File: src/rtl/adder_seq_chunked_pkg.sv
// rtl/adder_seq_chunked_pkg.sv - shared state encoding and sizing helper for the chunked adder
package adder_seq_chunked_pkg;

  typedef enum logic [1:0] {
    IDLE = 2'd0,
    RUN  = 2'd1,
    DONE = 2'd2
  } state_t;

  // A one-chunk configuration still needs a 1-bit index register.
  function automatic int idx_width(input int nch);
    return (nch > 1) ? $clog2(nch) : 1;
  endfunction

endpackage

File: src/rtl/adder_chunk.sv
// rtl/adder_chunk.sv - combinational W-bit ripple-carry adder with carry into the top bit
module adder_chunk #(
  parameter int W = 4
) (
  input  logic         ci,
  input  logic [W-1:0] a,
  input  logic [W-1:0] b,
  output logic [W-1:0] s,
  output logic         co,
  output logic         c_msb
);

  // Carry ripples through a loop variable so no vector feeds back on itself.
  always_comb begin
    logic c;
    s     = '0;
    c     = ci;
    c_msb = ci;
    for (int i = 0; i < W; i++) begin
      if (i == W - 1) c_msb = c;
      s[i] = a[i] ^ b[i] ^ c;
      c    = (a[i] & b[i]) | (c & (a[i] ^ b[i]));
    end
    co = c;
  end

endmodule

File: src/rtl/adder_seq_chunked.sv
// rtl/adder_seq_chunked.sv - multi-cycle add/subtract reusing one CHUNK-bit adder, LSB chunk first
module adder_seq_chunked
  import adder_seq_chunked_pkg::*;
#(
  parameter int WIDTH = 16,
  parameter int CHUNK = 4
) (
  input  logic             clk,
  input  logic             rst_n,
  input  logic             in_valid,
  output logic             in_ready,
  input  logic             Sub,
  input  logic             Cin,
  input  logic [WIDTH-1:0] A,
  input  logic [WIDTH-1:0] B,
  output logic             out_valid,
  input  logic             out_ready,
  output logic [WIDTH-1:0] Sum,
  output logic             Cout,
  output logic             Ovf
);

  localparam int NCH = WIDTH / CHUNK;
  localparam int IW  = idx_width(NCH);

  state_t           state;
  logic [IW-1:0]    idx;
  logic             carry;
  logic [WIDTH-1:0] a_r;
  logic [WIDTH-1:0] b_r;
  logic [CHUNK-1:0] a_ch;
  logic [CHUNK-1:0] b_ch;
  logic [CHUNK-1:0] s_ch;
  logic             co_ch;
  logic             cm_ch;

  assign a_ch = a_r[int'(idx) * CHUNK +: CHUNK];
  assign b_ch = b_r[int'(idx) * CHUNK +: CHUNK];

  adder_chunk #(.W(CHUNK)) u_chunk (
    .ci    (carry),
    .a     (a_ch),
    .b     (b_ch),
    .s     (s_ch),
    .co    (co_ch),
    .c_msb (cm_ch)
  );

  always_ff @(posedge clk or negedge rst_n) begin
    if (!rst_n) begin
      state     <= IDLE;
      in_ready  <= 1'b1;
      out_valid <= 1'b0;
      Sum       <= '0;
      Cout      <= 1'b0;
      Ovf       <= 1'b0;
      idx       <= '0;
      carry     <= 1'b0;
      a_r       <= '0;
      b_r       <= '0;
    end else begin
      case (state)
        IDLE: begin
          if (in_valid) begin
            // Subtract is A + ~B + ~borrow, so only B and the carry seed change.
            a_r      <= A;
            b_r      <= Sub ? ~B : B;
            carry    <= Sub ^ Cin;
            idx      <= '0;
            in_ready <= 1'b0;
            state    <= RUN;
          end
        end
        RUN: begin
          Sum[int'(idx) * CHUNK +: CHUNK] <= s_ch;
          carry <= co_ch;
          if (idx == IW'(NCH - 1)) begin
            Cout      <= co_ch;
            Ovf       <= cm_ch ^ co_ch;
            out_valid <= 1'b1;
            state     <= DONE;
          end else begin
            idx <= idx + 1'b1;
          end
        end
        DONE: begin
          // in_ready stays low here, so the handshake edge can never also accept.
          if (out_ready) begin
            out_valid <= 1'b0;
            in_ready  <= 1'b1;
            state     <= IDLE;
          end
        end
        default: state <= IDLE;
      endcase
    end
  end

endmodule

File: config.mk
export PLATFORM = sky130hd
export DESIGN_NAME = adder_seq_chunked
export DESIGN_NICKNAME = d
export VERILOG_FILES = /design/src/rtl/adder_seq_chunked_pkg.sv /design/src/rtl/adder_chunk.sv /design/src/rtl/adder_seq_chunked.sv
export SDC_FILE = /design/constraint.sdc
export NUM_CORES = 1
export LEC_CHECK = 0
export CORE_MARGIN = 1.5
export CORE_UTILIZATION = 55
export CTS_CLUSTER_SIZE = 14
export DETAILED_ROUTE_END_ITERATION = 16
export PLACE_DENSITY = 0.92
export REMOVE_ABC_BUFFERS = 1
export SYNTH_ARGS = -nofsm -noshare
export SYNTH_HDL_FRONTEND = slang
export SYNTH_SLANG_ARGS = --single-unit
File: constraint.sdc
create_clock -name clk -period 5.4 [get_ports clk]
set_input_delay 1.08 -clock clk [delete_from_list [all_inputs] [get_ports clk]]
set_output_delay 1.08 -clock clk [all_outputs]
set_load 0.02 [all_outputs]
* Yosys cells after proc, flatten, opt, wreduce, memory -nomap -nowiden
Index checks and enable logic that the tools add are counted.
** Storage, ports and cells
- Register bits :: 57
- Output and inout port bits :: 20
- Logic and storage cells :: 74
** Operators by class
- $add $sub $neg :: 2
- Equality and inequality tests :: 7
- Shift operators :: 4
- Muxes and demuxes :: 17
- Bitwise operators :: 23
- Reductions and logical operators :: 11
** Operators by type and width (number)
- $neg 4->33 :: 1
- $shift 4x33->16 const A :: 1
- $shiftx 4x33->16 :: 1
- $shiftx 16x5->4 :: 2
- $bwmux 16 :: 1
- $mux 16 :: 1
- $not 16->16 :: 1
- $reduce_and 3->1 :: 4
- $mux 2 :: 5
- $xor 1x1->1 :: 10
- $and 1x1->1 :: 8
- $ne 2x2->1 const B :: 4
- $pmux 1 s2 :: 3
- $pmux 2 s3 :: 1
- $reduce_and 2->1 :: 3
- $reduce_bool 2->1 :: 3
- $mux 1 :: 5
- $eq 2x2->1 const B :: 2
- $or 1x1->1 :: 4
- $pmux 2 s2 :: 1
- $add 2x1->2 const B :: 1
- $eq 2x1->1 const B :: 1
- $logic_not 2->1 :: 1

* Logic depth before layout (Yosys ltp)
- Depth after elaboration :: 11
- Depth in mapped cells :: 12
- Depth with buffers taken out :: 11

* Modules after synthesis
Synthesis repeated with hierarchy kept, for this count alone.
** Second synthesis, totals
- Cell total of the unflattened synthesis :: 217
- Area, all modules :: 2766.4 um2
** By module, submodules not included
- adder_seq_chunked :: times used 1, cells an instance 205, area each 2656.3 um2, sequential area each 1427.6 um2
- adder_chunk :: times used 1, cells an instance 12, area each 110.1 um2, sequential area each 0.0 um2

* Worst setup path before layout
No wires, ideal clock.
- Path kind :: register to register
- Start point :: register idx[1]
- End point :: register carry
- Setup time :: 0.138 ns
- Arrival time :: 2.770 ns
- Required time :: 5.262 ns
- Slack :: 2.491 ns
- Stages on the path, launching flop included :: 13
- Path buffers :: 1
- Clock period less this slack :: 2.909 ns
- Cells stage by stage :: dfrtp_1 -> clkbuf_1 -> mux4_2 -> inv_1 -> fa_1 -> inv_1 -> fa_1 -> inv_1 -> fa_1 -> inv_1 -> fa_1 -> a222oi_1 -> o21ai_0
** Between the ends
- Longest elaborated chain between the ends :: 11
** RTL lines
- start: declaration :: RTL line adder_seq_chunked.sv:27 : logic [IW-1:0] idx;
- start signal: assignment :: RTL line adder_seq_chunked.sv:83 : idx <= idx + 1'b1;
- $shiftx 16x5->4, on equally long branches :: RTL line adder_seq_chunked.sv:37, adder_seq_chunked.sv:38
- $xor 1x1->1 :: RTL line adder_chunk.sv:22 : c = (a[i] & b[i]) | (c & (a[i] ^ b[i]));
- $and 1x1->1 :: RTL line adder_chunk.sv:22
- $or 1x1->1 :: RTL line adder_chunk.sv:22
- $and 1x1->1 :: RTL line adder_chunk.sv:22
- $or 1x1->1 :: RTL line adder_chunk.sv:22
- $and 1x1->1 :: RTL line adder_chunk.sv:22
- $or 1x1->1 :: RTL line adder_chunk.sv:22
- $and 1x1->1 :: RTL line adder_chunk.sv:22
- $or 1x1->1 (*) :: RTL line adder_chunk.sv:22
- named net co_ch :: RTL line adder_seq_chunked.sv:34 : logic co_ch;
- $pmux 1 s2 (*) :: RTL line adder_seq_chunked.sv:62 : case (state)
- end signal: assignment :: RTL line adder_seq_chunked.sv:68 : carry <= Sub ^ Cin;
- end signal: assignment :: RTL line adder_seq_chunked.sv:76 : carry <= co_ch;
- end: declaration :: RTL line adder_seq_chunked.sv:28 : logic carry;
Mark *: on every way through the listed nets, which the timed path passes. The rest lies on a longest branch.
A chain may end at the register's enable or synchronous reset.

* Worst setup path in the final report
- Start point :: register idx[0]
- End point :: register carry
Same word-level chain as after synthesis.

==> impl_metrics.py <==
metrics = {
    "synth": {
        "ys.flop_type": "dfrtp_1",
        "synth.avg_cell_area_sq_um": 12.2,
        "seq_area_frac_synth_pct": 51.5,
        "netlist_area_sq_um": 2770,
        "synth-seq-cells": 57,
        "yosysWarnings": 0,
        "postSynthCellCount": 228,
        "synthDistinctLibCells": 34,
        "synth-edff-count": 0,
        "ys_async_sr_fraction_pct": 100,
    },
    "worst_setup_path": {
        "cp-startpoint": "idx[0]",
        "end_kind": "flip-flop",
        "crit_fanout": 18,
        "critPathRequiredTime_ns": 5.60,
        "crit_type": "reg2reg",
        "critPathSlowestCell": "dfrtp_1",
        "cp_num_buf_inv": 4,
        "cp_slowest_stage_delay_ns": 0.88,
        "cp-start-kind": "flip-flop",
        "cpLargestDelayFamily": "adder cells",
        "crit_arrival_ns": 3.82,
        "worstPathCellList": "mux4_2 -> inv_1 -> fa_1 -> inv_1 -> fa_1 -> inv_1 -> fa_1 -> inv_1 -> fa_1 -> a222oi_1 -> o21ai_0",
        "rr_startpoint": "idx[0]",
    },
    "global_routing": {
        "grt_pass1_wl_mm": 9.51,
        "antenna_found_initial": 0,
        "grt-busiest-layer": "met2",
        "use_met3_pct": 6.91,
        "grt-ovfl-total": 0,
        "grt_use_total_pct": 23.8,
        "grt_max_degree": 58,
        "grtUsageMet1_pct": 30.3,
        "met2_usage_pct": 38.7,
        "grt_pass1_vias": 1993,
    },
    "timing": {
        "report.final.setup_viol": 0,
        "tightest_slew_ns": 0.944,
        "drv_slew": 0,
        "tns_ns": 0,
        "holdWs_ns": 0.476,
        "finalCritPeriodShare_pct": 67.0,
        "max_slew_margin_pct": 36.9,
        "fin_skew_ns": 0.00835,
        "finalCriticalPeriod_ns": 3.62,
        "layout_setup_ws_ns": 1.78,
        "fmax_mhz": 276,
        "rsz0062_at_grt": "false",
        "hold_viol": 0,
    },
    "worst_hold_path": {
        "min_from": "Sum[0]",
        "hold_path.class": "reg2reg",
    },
    "power_and_ir_drop": {
        "clkPwrFrac_pct": 16.0,
        "switching_share_pct": 40.2,
        "vdd_drop_max_uv": 345,
        "p_comb_share_pct": 49.1,
        "power_density_nw_per_um2": 641,
        "power.total_w": 0.00228,
        "cellLeakagePower_nw": 1.49,
        "seq_power_share_pct": 34.9,
        "intPower_w": 0.00136,
        "p_switching_w": 0.000918,
    },
    "place": {
        "gp_congestion": 0.802,
        "dp_hpwl_mm": 4.01,
        "place_area_sq_um": 3380,
        "port_buffers": 57,
        "post-place-ws_ns": 1.82,
    },
    "clocking": {
        "worstSkewPairLatency_ns": 0.34,
        "cts_sinks": 57,
        "clockRootBuffer": "clkbuf_8",
        "cts_buffers": 9,
        "cts.htree.levels": 3,
        "post-cts-setup-buffers": 0,
        "cts_tree": "done",
        "clockBufferDepth": 2,
        "post_cts_resize_count": 0,
        "postCtsHoldBufs": 0,
        "clk_pin_slew_ns": 0.06,
    },
    "drt": {
        "post_drt_wl_per_cell_microns": 15.7,
        "drt_iter0_drc": 146,
        "first_pass_iters": 4,
        "wl_mm": 5.64,
        "detail_route.vias_per_cell": 5.47,
        "dr_total_vias": 1957,
        "drt.antenna.violating_nets": 0,
        "drc": 0,
    },
    "layout": {
        "finalInstanceArea_sq_um": 3560,
        "area_delta_synth_final_pct": 28.3,
        "antenna-diode-count": 0,
        "layout-drive-gt1-share_pct": 15.8,
        "nNetsFinal": 334,
    },
    "die": {
        "coreArea_sq_um": 4790,
        "dieArea_sq_um": 5480,
        "io_pins": 58,
        "rows": 25,
        "initial_core_util_pct": 57.9,
        "chipHeight_microns": 74,
        "die_w_microns": 74,
    },
    "flow_run": {
        "cap_viol_max_count": 0,
    },
    "status": {
        "outcome": "completed",
    },
}
-- placed cells by master, fill, tap and decap left out, types with 12 or more instances in the layout --
| master | netlist | final |
|---|---|---|
| nor2_1 | 21 | 21 |
| mux2_2 | 17 | 17 |
| dfrtp_1 | 56 | 56 |
| clkdlybuf4s50_1 | 0 | 56 |
| clkbuf_8 | 0 | 12 |
| a22o_1 | 12 | 12 |
| a21oi_1 | 21 | 21 |
| inv_1 | 15 | 15 |
| xnor2_1 | 16 | 16 |
-- tightest hold or removal path: cells and delay by family, from the launching register on --
| kind | cells | cell delay (ns) |
|---|---|---|
| AO/OA/AOI/OAI | 1 | 0.06 |
| flip-flops | 1 | 0.34 |
| AND/OR/NAND/NOR | 1 | 0.04 |
-- state kept, by name, summed over array words and instances, names as in the netlist, 2 cells and up --
register	flops
Sum	16
state	2
b_r	16
a_r	16
idx	2
-- cells in the mapped netlist, types with 2 or more instances --
master | instances | area, sq um
dfrtp_1 | 56 | 1400
a21oi_1 | 21 | 105
nor2_1 | 21 | 78.8
mux2_2 | 17 | 191
xnor2_1 | 16 | 140
inv_1 | 15 | 56.3
a22o_1 | 12 | 105
mux4_2 | 8 | 180
nand2_1 | 8 | 30.0
o21ai_0 | 8 | 40.0
buf_2 | 7 | 35.0
ha_1 | 6 | 75.1
fa_1 | 4 | 80.1
clkbuf_1 | 3 | 11.3
nand3b_1 | 3 | 22.5
nand3_1 | 2 | 10.0
nor3_1 | 2 | 10.0
o41ai_1 | 2 | 17.5
xor2_1 | 2 | 17.5
-- final timing paths --
kind,end,slack (ns),cells past startpoint
setup / recovery,carry,1.78,11
hold / removal,Sum[0],0.48,2
setup reg to reg,carry,1.78,11
hold reg to reg,Sum[0],0.48,2
max in group asynchronous,a_r[11],4.05,2
min in group asynchronous,state[1],0.88,2
-- layer usage --
metal / vias to the layer above / share of wire (%)
li1: 917 / -
met1: 966 / 42
met2: 67 / 52
met3: 7 / 5.0
met4: 0 / 1.2
met5: - / 0
-- cells by family after synthesis --
group	count (synthesis)	synth area share, %
fa+ha+maj	10	5.60
xor+xnor	18	5.69
flops	57	51.5
simple gates	44	8.62
buf+inv	27	4.38
mux	25	13.4
compound gates	47	10.8
-- power groups by stage --
stage	Sequential (W)	Clock [W]	Combinational, W
after detailed placement	0.000805	0	0.00111
after global placement	0.000792	0	0.00106
after global routing	0.000827	0.000392	0.00123
final	0.000796	0.000365	0.00112
after CTS	0.000798	0.000368	0.00112
after floorplan	0.000815	0	0.000711
-- layout make-up --
cell class,instances,area (sq um)
clock buffers,16,180
fillers,306,1230
inverters,15,56.3
multi-input cells,144,1230
flip-flops and latches,57,1430
well taps,67,83.8
repair buffers,59,581
-- per-stage QoR --
step / utilization, % / instances
after detailed placement: 70.6 / 342
after floorplan: - / 216
after global routing: 74.4 / 358
after CTS: 74.4 / 358
after global placement: 70.6 / 342
final: 74.4 / 358
No activity file was read; power rests on OpenSTA's default activity.
